## src/rtl/icap_sched_pkg.sv

```systemverilog
// Shared types and ICAP command words for the ICAP scheduler.
// Command words are held in natural bit order; the byte bit-swap is applied at the ICAP pins.
package icap_sched_pkg;

    typedef enum logic [2:0] {
        IDLE,
        WR_BOOT,
        WR_RDHDR,
        RD_TURN,
        RD_WAIT,
        RD_BACK,
        DESYNC
    } state_t;

    localparam logic [31:0] W_DUMMY      = 32'hFFFF_FFFF;
    localparam logic [31:0] W_SYNC       = 32'hAA99_5566;
    localparam logic [31:0] W_NOOP       = 32'h2000_0000;
    localparam logic [31:0] W_HDR_WBSTAR = 32'h3002_0001;
    localparam logic [31:0] W_HDR_CMD    = 32'h3000_8001;
    localparam logic [31:0] W_CMD_IPROG  = 32'h0000_000F;
    localparam logic [31:0] W_CMD_DESYNC = 32'h0000_000D;
    localparam logic [31:0] W_RDHDR_BASE = 32'h2800_0001;
    localparam int          RDHDR_ADDR_LSB = 13;

    function automatic logic [7:0] bitswap_byte(input logic [7:0] b);
        logic [7:0] r;
        for (int k = 0; k < 8; k++) begin
            r[k] = b[7-k];
        end
        return r;
    endfunction

endpackage

```

## src/rtl/icap_bitswap.sv

```systemverilog
// Per-byte bit reversal between logical word order and the ICAP pin order.
module icap_bitswap
    import icap_sched_pkg::*;
(
    input  logic [31:0] din,
    output logic [31:0] dout
);
    for (genvar gi = 0; gi < 4; gi++) begin : g_byte
        assign dout[gi*8 +: 8] = bitswap_byte(din[gi*8 +: 8]);
    end
endmodule

```

## src/rtl/icap_sched.sv

```systemverilog
// ICAP arbiter/sequencer: round-robin between register readback (A) and
// multiboot reboot (B), each emitted as a complete registered command stream.
module icap_sched
    import icap_sched_pkg::*;
#(
    parameter int          RD_TIMEOUT  = 1024,
    parameter logic [31:0] RD_ERR_DATA = 32'hDEADBEEF
) (
    input  logic        clk,
    input  logic        reset,
    input  logic        rd_req,
    input  logic [4:0]  rd_addr,
    output logic        rd_ack,
    output logic        rd_valid,
    output logic [31:0] rd_data,
    output logic        rd_err,
    input  logic        boot_req,
    input  logic [31:0] boot_addr,
    output logic        boot_ack,
    output logic        busy,
    output logic        icap_csb,
    output logic        icap_rdwrb,
    output logic [31:0] icap_i,
    input  logic [31:0] icap_o,
    input  logic        icap_busy
);
    localparam int            TW      = $clog2(RD_TIMEOUT + 1);
    localparam logic [TW-1:0] TMO_MAX = TW'(RD_TIMEOUT);

    state_t        state_reg, state_next;
    logic [2:0]    idx_reg, idx_next;
    logic [TW-1:0] tmo_reg, tmo_next;
    logic          rr_last_b_reg, rr_last_b_next;
    logic [4:0]    rd_addr_reg;
    logic [31:0]   boot_addr_reg;
    logic          grant_rd, grant_boot, tmo_hit;
    logic          csb_next, rdwrb_next, word_wr;
    logic [31:0]   word_sel, word_swapped, o_restored;

    assign grant_rd   = (state_reg == IDLE) && rd_req && (!boot_req || rr_last_b_reg);
    assign grant_boot = (state_reg == IDLE) && boot_req && !grant_rd;
    assign tmo_hit    = (tmo_reg == TMO_MAX);
    assign busy       = (state_reg != IDLE);

    icap_bitswap u_swap_i (.din(word_sel), .dout(word_swapped));
    icap_bitswap u_swap_o (.din(icap_o),   .dout(o_restored));

    always_ff @(posedge clk) begin
        if (reset) begin
            state_reg     <= IDLE;
            idx_reg       <= '0;
            tmo_reg       <= '0;
            rr_last_b_reg <= 1'b1;
            rd_addr_reg   <= '0;
            boot_addr_reg <= '0;
            icap_csb      <= 1'b1;
            icap_rdwrb    <= 1'b0;
            icap_i        <= '0;
            rd_ack        <= 1'b0;
            boot_ack      <= 1'b0;
            rd_valid      <= 1'b0;
            rd_data       <= '0;
            rd_err        <= 1'b0;
        end else begin
            state_reg     <= state_next;
            idx_reg       <= idx_next;
            tmo_reg       <= tmo_next;
            rr_last_b_reg <= rr_last_b_next;
            if (grant_rd)   rd_addr_reg   <= rd_addr;
            if (grant_boot) boot_addr_reg <= boot_addr;
            icap_csb   <= csb_next;
            icap_rdwrb <= rdwrb_next;
            if (word_wr) icap_i <= word_swapped;
            rd_ack   <= grant_rd;
            boot_ack <= grant_boot;
            rd_valid <= (state_reg == DESYNC) && (idx_reg == 3'd3);
            // A returned word takes priority over a timeout landing in the same cycle
            if (state_reg == RD_WAIT && !icap_busy) begin
                rd_data <= o_restored;
                rd_err  <= 1'b0;
            end else if (state_reg == RD_WAIT && tmo_hit) begin
                rd_data <= RD_ERR_DATA;
                rd_err  <= 1'b1;
            end
        end
    end

    always_comb begin
        state_next     = state_reg;
        rr_last_b_next = rr_last_b_reg;
        tmo_next       = '0;
        unique case (state_reg)
            IDLE: begin
                if (grant_rd) begin
                    state_next     = WR_RDHDR;
                    rr_last_b_next = 1'b0;
                end else if (grant_boot) begin
                    state_next     = WR_BOOT;
                    rr_last_b_next = 1'b1;
                end
            end
            WR_BOOT:  if (idx_reg == 3'd7) state_next = IDLE;
            WR_RDHDR: if (idx_reg == 3'd6) state_next = RD_TURN;
            RD_TURN:  state_next = RD_WAIT;
            RD_WAIT: begin
                if (!icap_busy || tmo_hit) state_next = RD_BACK;
                tmo_next = tmo_hit ? tmo_reg : tmo_reg + TW'(1);
            end
            RD_BACK:  state_next = DESYNC;
            DESYNC:   if (idx_reg == 3'd3) state_next = IDLE;
            default:  state_next = IDLE;
        endcase
        idx_next = (state_next != state_reg) ? 3'd0 : idx_reg + 3'd1;
    end

    // RDWRB only moves in the turnaround states, where CSB is being driven high
    always_comb begin
        csb_next   = 1'b1;
        rdwrb_next = icap_rdwrb;
        word_wr    = 1'b0;
        word_sel   = W_NOOP;
        unique case (state_reg)
            WR_BOOT: begin
                csb_next   = 1'b0;
                rdwrb_next = 1'b0;
                word_wr    = 1'b1;
                case (idx_reg)
                    3'd0:    word_sel = W_DUMMY;
                    3'd1:    word_sel = W_SYNC;
                    3'd3:    word_sel = W_HDR_WBSTAR;
                    3'd4:    word_sel = boot_addr_reg;
                    3'd5:    word_sel = W_HDR_CMD;
                    3'd6:    word_sel = W_CMD_IPROG;
                    default: word_sel = W_NOOP;
                endcase
            end
            WR_RDHDR: begin
                csb_next   = 1'b0;
                rdwrb_next = 1'b0;
                word_wr    = 1'b1;
                case (idx_reg)
                    3'd0:    word_sel = W_DUMMY;
                    3'd1:    word_sel = W_SYNC;
                    3'd4:    word_sel = W_RDHDR_BASE | (32'(rd_addr_reg) << RDHDR_ADDR_LSB);
                    default: word_sel = W_NOOP;
                endcase
            end
            RD_TURN: rdwrb_next = 1'b1;
            RD_WAIT: begin
                csb_next   = 1'b0;
                rdwrb_next = 1'b1;
            end
            RD_BACK: rdwrb_next = 1'b0;
            DESYNC: begin
                csb_next   = 1'b0;
                rdwrb_next = 1'b0;
                word_wr    = 1'b1;
                case (idx_reg)
                    3'd0:    word_sel = W_HDR_CMD;
                    3'd1:    word_sel = W_CMD_DESYNC;
                    default: word_sel = W_NOOP;
                endcase
            end
            default: ;
        endcase
    end

endmodule

```

## config.mk

```make
export PLATFORM = sky130hd
export DESIGN_NAME = icap_sched
export DESIGN_NICKNAME = d
export VERILOG_FILES = /design/src/rtl/icap_sched_pkg.sv /design/src/rtl/icap_bitswap.sv /design/src/rtl/icap_sched.sv
export SDC_FILE = /design/constraint.sdc
export NUM_CORES = 1
export LEC_CHECK = 0
export ABC_CLOCK_PERIOD_IN_PS = 2220
export CORE_ASPECT_RATIO = 1.75
export CORE_MARGIN = 2
export CORE_UTILIZATION = 30
export DETAILED_ROUTE_END_ITERATION = 10
export GPL_ROUTABILITY_DRIVEN = 0
export PLACE_DENSITY_LB_ADDON = 0.12
export SYNTH_ARGS = -nofsm -noshare
export SYNTH_HDL_FRONTEND = slang
export SYNTH_SLANG_ARGS = --single-unit
```

## constraint.sdc

```tcl
create_clock -name clk -period 2.22 [get_ports clk]
set_clock_uncertainty 0.1 [all_clocks]
set_input_delay 0.444 -clock clk [delete_from_list [all_inputs] [get_ports clk]]
set_output_delay 0.444 -clock clk [all_outputs]
set_load 0.05 [all_outputs]
```

## After elaboration in Yosys (flattened, before gate mapping)

Cells that the tools add are included.

| storage, ports and cells | value |
|---|---|
| output and inout port bits | 71 |
| register bits after elaboration | 125 |
| logic and storage cells | 75 |
| input port bits | 74 |

| cells by class | value |
|---|---|
| bitwise gates (word level) | 1 |
| reductions and logical operators | 26 |
| multiplexer cells | 18 |
| equality and inequality tests | 14 |
| $add $sub $neg | 2 |

Operators with widths:

| operator | count |
|---|---|
| $pmux 32 s3 | 2 |
| $pmux 32 s6 | 1 |
| $mux 32 | 2 |
| $pmux 30 s2 | 1 |
| $eq 3x3->1 const B | 7 |
| $pmux 3 s7 | 1 |
| $mux 3 | 6 |
| $add 11x1->11 const B | 1 |
| $eq 11x11->1 const B | 1 |
| $eq 3x2->1 const B | 3 |
| $reduce_or 2->1 | 4 |
| $reduce_or 4->1 | 2 |
| $logic_and 1x1->1 | 7 |
| $eq 3x1->1 const B | 2 |
| $logic_not 3->1 | 2 |
| $reduce_bool 2->1 | 3 |
| $mux 1 | 4 |
| $add 3x1->3 const B | 1 |
| $logic_not 1->1 | 3 |
| $ne 3x3->1 | 1 |
| $reduce_bool 3->1 | 1 |
| $reduce_or 3->1 | 1 |
| $logic_or 1x1->1 | 2 |
| $pmux 1 s2 | 1 |
| other kinds (2) | 2 |

## Logic depth before layout (Yosys ltp)

Gate-level depths: netlist (run 1).

| logic depth | value |
|---|---|
| depth in word-level cells | 10 |
| gate-level depth with buffers | 10 |
| depth with buffers taken out | 8 |

## Hierarchy

Synthesis (run 1) repeated with hierarchy kept, for this count alone.

| second synthesis, totals | value |
|---|---|
| cell total of the unflattened synthesis | 767 |
| area, all modules | 6047.0 um^2 |

Modules (own cells, without submodules):

| module | area an instance (um^2) | cells each | times used |
|---|---|---|---|
| icap_sched | 5566.6 | 703 | 1 |
| icap_bitswap | 240.2 | 32 | 2 |

## Least setup slack after synthesis (run 1)

No wires, ideal clock.

| path | value |
|---|---|
| kind | reg-to-reg |
| start | reg idx_reg[2] |
| end | reg idx_reg[0] |
| setup slack | -0.203 ns |
| period minus slack after synthesis | 2.423 ns |
| path buffers | 3 |
| stages on the path, launching flop included | 10 |
| required time | 1.992 ns |
| library setup time | 0.128 ns |
| arrival time | 2.196 ns |
| cell sequence | dfxtp_1 > clkbuf_1 > inv_1 > clkbuf_1 > clkbuf_1 > ha_1 > a22oi_1 > a211o_1 > a221oi_2 > nor4b_1 |

| between the ends | value |
|---|---|
| cells in the longest elaborated chain, start to end | 5 |

Ends and longest elaborated chain:

| item | RTL line | text |
|---|---|---|
| start, declared | icap_sched.sv:31 | `logic [2:0] idx_reg, idx_next;` |
| start signal, assigned | icap_sched.sv:66 | `idx_reg <= idx_next;` |
| $eq 3x2->1 (tied with other cells) | icap_sched.sv:110 | `DESYNC: if (idx_reg == 3'd3) state_next = IDLE;` |
| $mux 3, on equally long branches | icap_sched.sv:110, icap_sched.sv:102, icap_sched.sv:103 |  |
| $pmux 3 s7 * | icap_sched.sv:92 | `unique case (state_reg)` |
| $ne 3x3->1 * | icap_sched.sv:113 | `idx_next = (state_next != state_reg) ? 3'd0 : idx_reg + 3'd1;` |
| $reduce_or 2->1 (no source line) * | -- |  |

Every way passes the cells marked *; elsewhere a longest branch is shown, timed or not.
A chain may end at the register's enable or synchronous reset.

## Worst setup path after layout (run 1)

| path | value |
|---|---|
| start | reg state_reg[0] |
| end | out busy |

| between the ends | value |
|---|---|
| cells in the longest elaborated chain, start to end | 1 |

Ends and longest elaborated chain:

| item | RTL line | text |
|---|---|---|
| start, declared | icap_sched.sv:30 | `state_t state_reg, state_next;` |
| start signal, assigned | icap_sched.sv:65 | `state_reg <= state_next;` |
| $reduce_bool 3->1 | icap_sched.sv:43 | `assign busy = (state_reg != IDLE);` |
| end, declared | icap_sched.sv:20 | `output logic busy,` |

Every way passes these cells.

==> impl_metrics.env, run 1 <==
export IMPL_grt_pass1_wl_um=25100
export IMPL_crit_top_cell="inv_2"
export IMPL_synth_main_ff_cell="dfxtp_1"
export IMPL_postSynthAreaPerCell_um2=8.19
export IMPL_crit_arrival_ns=1.59
export IMPL_drv_slew=0
export IMPL_powerDensity_nw_per_um2=971
export IMPL_vias_per_cell=4.77
export IMPL_reg2reg_depth=7
export IMPL_grt_usage=0.167
export IMPL_r2r_start="idx_reg[0]"
export IMPL_tritoncts="built"
export IMPL_synth_edf_count=0
export IMPL_status="finished clean"
export IMPL_overflow=0
export IMPL_hold_viol=0
export IMPL_async_flop_share=0
export IMPL_crit_buf_inv=4
export IMPL_area_delta_synth_final_pct=46.6
export IMPL_crit_family="buffers and inverters"
export IMPL_totalWireLength_um=15700
export IMPL_min_path_cells=2
export IMPL_cts_setup_buffers=0
export IMPL_synthCells=644
export IMPL_clkTransAtPathRegs_ns=0.06
export IMPL_drtPass1Iterations=5
export IMPL_place_inst=1011
export IMPL_ant_nets=0
export IMPL_seq_area_frac_synth=0.474
export IMPL_dp_hpwl_um=11500
export IMPL_cts_max_level=4
export IMPL_worstPathCellList="inv_2 -> ha_2 -> nor2b_4 -> inv_2 -> buf_4 -> buf_12"
export IMPL_row_count=64
export IMPL_layout_min_cycle_time_ns=2.13
export IMPL_grt_max_degree=44
export IMPL_wl_per_cell_um=15.0
export IMPL_nets=886
export IMPL_max_stage_delay_ns=0.33
export IMPL_rsz0062_at_grt="no"
export IMPL_yosysWarnings=0
export IMPL_clkLatencyLatePin_ns=0.41
export IMPL_tightest_slew_ns=0.552
export IMPL_hold_buffers=0
export IMPL_crit_path_end_kind="primary output"
export IMPL_die_w_um=104
export IMPL_initialDrtViolationCount=143
export IMPL_rrSetupSlack_ns=0.13
export IMPL_die_area_um2=18700
export IMPL_first_global_vias=4933
export IMPL_reg2reg_to="idx_reg[2]"
export IMPL_p_leak_nw=2.81
export IMPL_peakVddDrop_uv=467
export IMPL_stdcell_count=1043
export IMPL_cts_buffers=17
export IMPL_crit_type="flip-flop to primary output"
export IMPL_synth_top_area_frac=0.474
export IMPL_worstPathMaxFanout=5
export IMPL_final_core_util=0.445
export IMPL_crit_slowest_cell="dfxtp_1"
export IMPL_start_util=0.304
export IMPL_hold_path_class="flip-flop to flip-flop"
export IMPL_clk_path_buf_depth=2
export IMPL_io_pins=145
export IMPL_cts_sink_count=125
export IMPL_setup_viol=0
export IMPL_start_kind="flip-flop"
export IMPL_vias=4979
export IMPL_diodes=0
export IMPL_synthesis_area_um2=5280
export IMPL_core_area_um2=17400
export IMPL_portBuffers=144
export IMPL_min_from="boot_addr_reg[6]"
export IMPL_max_slew_margin=0.631
export IMPL_hold_end="boot_addr_reg[6]"
export IMPL_clockRootBuffer="clkbuf_16"
export IMPL_required_ns=1.68
export IMPL_synth_nets=731
export IMPL_die_height_um=179
export IMPL_cap_violations=0
export IMPL_yosys_top_cells_area="dfxtp_1 47%, nor2_1 8.2%, nand2_1 7.2%"
export IMPL_synth_cell_type_count=57
export IMPL_min_period_over_period=0.961
export IMPL_drive_gt1_frac=0.126
export IMPL_route_detailed_drc=0
export IMPL_yosysTopAreaCell="dfxtp_1"
export IMPL_ys_seq_elements=125
export IMPL_antenna_found_initial=0
export IMPL_max_freq_ghz=0.469
-- final cells by class --
class | instances | area (um^2)
Tap cell | 231 | 289
Clock buffer | 20 | 457
Timing Repair Buffer | 178 | 1730
Multi-Input combinational cell | 461 | 2590
Fill cell | 1745 | 9640
Inverter | 16 | 60.1
Sequential cell | 125 | 2500
Clock inverter | 12 | 101
-- cell usage in the layout (no fill, tap or decap), types with 4 or more instances in the layout --
cell type and count:
and3_1 4, nor2_1 115, xor2_1 6, a31oi_1 4, nor3_1 34, nand3_1 5
inv_1 13, xnor2_1 4, clkbuf_16 17, o21ai_0 28, buf_4 36, nor2b_1 4
buf_12 4, a221oi_1 4, nand2b_1 6, a211oi_1 18, a22oi_1 9, ha_1 11
clkdlybuf4s50_1 138, a21oi_1 55, dfxtp_1 123, nand2_1 101, inv_6 5
-- where the power goes --
part	switching (mW)	internal (mW)
logic	1.42	0.861
clock network	1.09	1.51
registers	0.144	2.48
total	2.65	4.86
-- cells in the mapped netlist, types with 3 or more instances --
library cell and n:
dfxtp_1 125, nor2_1 115, nand2_1 101, a21oi_1 57
clkbuf_1 35, nor3_1 34, o21ai_0 28, a211oi_1 18
inv_1 16, ha_1 13, a22oi_1 9, nand2b_1 6
nor2b_1 6, xor2_1 6, a31oi_1 5, nand3_1 5
a221oi_1 4, and3_1 4, buf_2 4, xnor2_1 4
a311oi_1 3, o211ai_1 3
-- worst max path at each step --
stage	cells past startpoint	from	slack, ns	endpoint
floorplan	9	idx_reg[2]	0.03	idx_reg[0]
global placement	6	boot_req	-0.02	idx_reg[0]
detailed placement	6	boot_req	-0.15	idx_reg[0]
CTS	6	idx_reg[2]	0.02	idx_reg[0]
global route	6	state_reg[0]	0.003	busy
finish	6	state_reg[0]	0.09	busy
-- layer usage --
metal | up-vias | part of all wire | global-route usage | wire length (um)
met5 | - | 0 | 0 | 0
met2 | 113 | 0.54 | 0.317 | 8550
met3 | 29 | 0.031 | 0.0315 | 480
met4 | 0 | 0.031 | 0.0778 | 491
met1 | 2321 | 0.39 | 0.175 | 6170
li1 | 2516 | - | - | -
-- logic make-up after synthesis --
logic type,after synthesis,synth area share
flip-flops,125,0.474
AND/OR/NAND/NOR,288,0.244
buffers and inverters,58,0.0470
AO/OA/AOI/OAI,150,0.188
XOR/XNOR,10,0.0166
adder cells (fa/ha/maj),13,0.0308
-- what timing repair did --
| action | CTS | global route |
|---|---|---|
| endpoints found under the setup margin | 3 | 16 |
| endpoints found under the hold margin | 0 | 0 |
| cloned | 0 | 0 |
| pin swaps | 0 | 1 |
| gates resized for setup | 3 | 10 |
-- tightest hold or removal path, stage by stage (launching register included) --
cell and delay [ns]:
dfxtp_1 0.31, nand2_1 0.05, a21oi_1 0.05
-- stage by stage --
| step | setup slack (ns) | setup TNS [ns] | hold WS, ns | total power [mW] | area [um^2] |
|---|---|---|---|---|---|
| finish | 0.0871 | 0 | 0.352 | 7.51 | 7730 |
| global placement | -0.0217 | -0.0575 | 0.343 | 4.90 | 7120 |
| floorplan | 0.0312 | 0 | 0.333 | 4.03 | 5280 |
| CTS | 0.0187 | 0 | 0.353 | 7.56 | 7680 |
| detailed placement | -0.151 | -0.328 | 0.344 | 4.92 | 7120 |
| global route | 0.00279 | 0 | 0.371 | 7.89 | 7730 |
Note: power is estimated with default switching activity, not from simulation.
==> inputs of run 2 (changes only) <==
--- a/config.mk
+++ b/config.mk
@@ -5,12 +5,12 @@
 export SDC_FILE = /design/constraint.sdc
 export NUM_CORES = 1
 export LEC_CHECK = 0
-export ABC_CLOCK_PERIOD_IN_PS = 2220
 export CORE_ASPECT_RATIO = 1.75
 export CORE_MARGIN = 2
 export CORE_UTILIZATION = 30
 export DETAILED_ROUTE_END_ITERATION = 10
 export GPL_ROUTABILITY_DRIVEN = 0
+export MAX_ROUTING_LAYER = met4
 export PLACE_DENSITY_LB_ADDON = 0.12
 export SYNTH_ARGS = -nofsm -noshare
 export SYNTH_HDL_FRONTEND = slang
==> impl_metrics.env, run 2 (synthesized netlist as in run 1, its figures left out) <==
export IMPL_regArea_um2=2500
export IMPL_layout_common_cells="138 x clkdlybuf4s50_1, 123 x dfxtp_1, 115 x nor2_1"
export IMPL_hold_buffers=0
export IMPL_p_leak_nw=2.81
export IMPL_diodes=0
export IMPL_clkTransAtPathRegs_ns=0.06
export IMPL_area_delta_synth_final_pct=46.6
export IMPL_grt_usage=0.172
export IMPL_peakVddDrop_uv=468
export IMPL_die_area_um2=18700
export IMPL_hold_viol=0
export IMPL_required_ns=1.68
export IMPL_rrSetupSlack_ns=0.13
export IMPL_dp_hpwl_um=11500
export IMPL_crit_start="state_reg[0]"
export IMPL_tightest_slew_ns=0.555
export IMPL_wl_per_cell_um=15.0
export IMPL_final_area_um2=7730
export IMPL_setup_viol=0
export IMPL_cap_violations=0
export IMPL_clk_path_buf_depth=2
export IMPL_first_global_vias=4930
export IMPL_max_freq_ghz=0.469
export IMPL_totalWireLength_um=15700
export IMPL_placed_area_um2=7120
export IMPL_layout_min_cycle_time_ns=2.13
export IMPL_vias_per_cell=4.78
export IMPL_finalWorstSetupSlack_ns=0.0868
export IMPL_clockRootBuffer="clkbuf_16"
export IMPL_drive_gt1_frac=0.126
export IMPL_crit_arrival_ns=1.59
export IMPL_cts_sink_count=125
export IMPL_ant_nets=0
export IMPL_antenna_found_initial=0
export IMPL_grt_max_degree=44
export IMPL_min_period_over_period=0.961
export IMPL_rsz0062_at_grt="no"
export IMPL_vias=4983
export IMPL_initialDrtViolationCount=155
export IMPL_grt_pass1_wl_um=25100
export IMPL_clkLatencyLatePin_ns=0.41
export IMPL_multiInputGateArea_um2=2590
export IMPL_drv_slew=0
export IMPL_max_slew_margin=0.629
export IMPL_status="finished clean"
export IMPL_r2r_start="idx_reg[0]"
export IMPL_portBuffers=144
export IMPL_route_detailed_drc=0
export IMPL_powerDensity_nw_per_um2=970
export IMPL_core_area_um2=17400
export IMPL_crit_path_end_kind="primary output"
export IMPL_final_common_cell="clkdlybuf4s50_1"
export IMPL_worstPathMaxFanout=5
export IMPL_io_pins=145
export IMPL_finalPower_mw=7.50
export IMPL_final_core_util=0.445
export IMPL_crit_type="flip-flop to primary output"
export IMPL_start_kind="flip-flop"
export IMPL_cts_setup_buffers=0
export IMPL_tritoncts="built"
export IMPL_hold_path_class="flip-flop to flip-flop"
export IMPL_row_count=64
export IMPL_min_from="boot_addr_reg[6]"
export IMPL_pre_cts_slack_ns=-0.151
export IMPL_cts_buffers=17
export IMPL_die_w_um=104
export IMPL_hold_slack_ns=0.352
export IMPL_cts_max_level=4
export IMPL_nets=886
export IMPL_nFillCells=1745
export IMPL_die_height_um=179
export IMPL_start_util=0.304
export IMPL_overflow=0
export IMPL_drtPass1Iterations=4
run 2: cell counts in the layout (fill, tap and decap cells not counted):
No cell type changed its count.
run 2: timing repair:
item	CTS	global route
pin swaps	0	1
setup endpoints to repair	3	16
resized for setup	3	10
run 2: path summary, 6_finish.rpt:
path                 endpoint  depth (start not counted)
max                      busy                          6
min          boot_addr_reg[6]                          2
max reg2reg        idx_reg[2]                          7
min reg2reg  boot_addr_reg[6]                          2
run 2: worst max-delay path, stage by stage (launching register included):
cell and delay (ns):
dfxtp_1 0.33, inv_2 0.09, ha_2 0.22, nor2b_4 0.20, inv_2 0.06, buf_4 0.14, buf_12 0.14
run 2: layer usage:
layer,vias to the layer above,GRT usage,part of all wire
met5,-,-,0
met2,110,0.318,0.55
met1,2324,0.175,0.39
met3,33,0.0323,0.029
li1,2516,-,-
met4,0,0.0778,0.032
run 2: layout make-up:
class,count,share of cell area
tap,231,0.0374
timing repair buffer,178,0.224
sequential,125,0.324
clock buffer,20,0.0590
clock inverter,12,0.0131
inverter,16,0.00776
multi-input combinational,461,0.335
run 2: stage by stage:
step | cells | TNS (ns)
2_1_floorplan | 644 | 0
3_3_place_gp | 1011 | -0.0575
3_5_place_dp | 1011 | -0.328
4_1_cts | 1043 | 0
5_1_grt | 1043 | 0
6_report | 1043 | 0
run 2: power breakdown:
group	internal, mW	switching, mW
registers	2.48	0.146
clock network	1.51	1.09
logic	0.861	1.41
==> inputs of run 3 (changes only) <==
--- a/config.mk
+++ b/config.mk
@@ -5,6 +5,7 @@
 export SDC_FILE = /design/constraint.sdc
 export NUM_CORES = 1
 export LEC_CHECK = 0
+export ABC_CLOCK_PERIOD_IN_PS = 2220
 export CORE_ASPECT_RATIO = 1.75
 export CORE_MARGIN = 2
 export CORE_UTILIZATION = 30
==> results of run 3 <==
The final DEF is identical to that of run 2; final timing and power are the same.
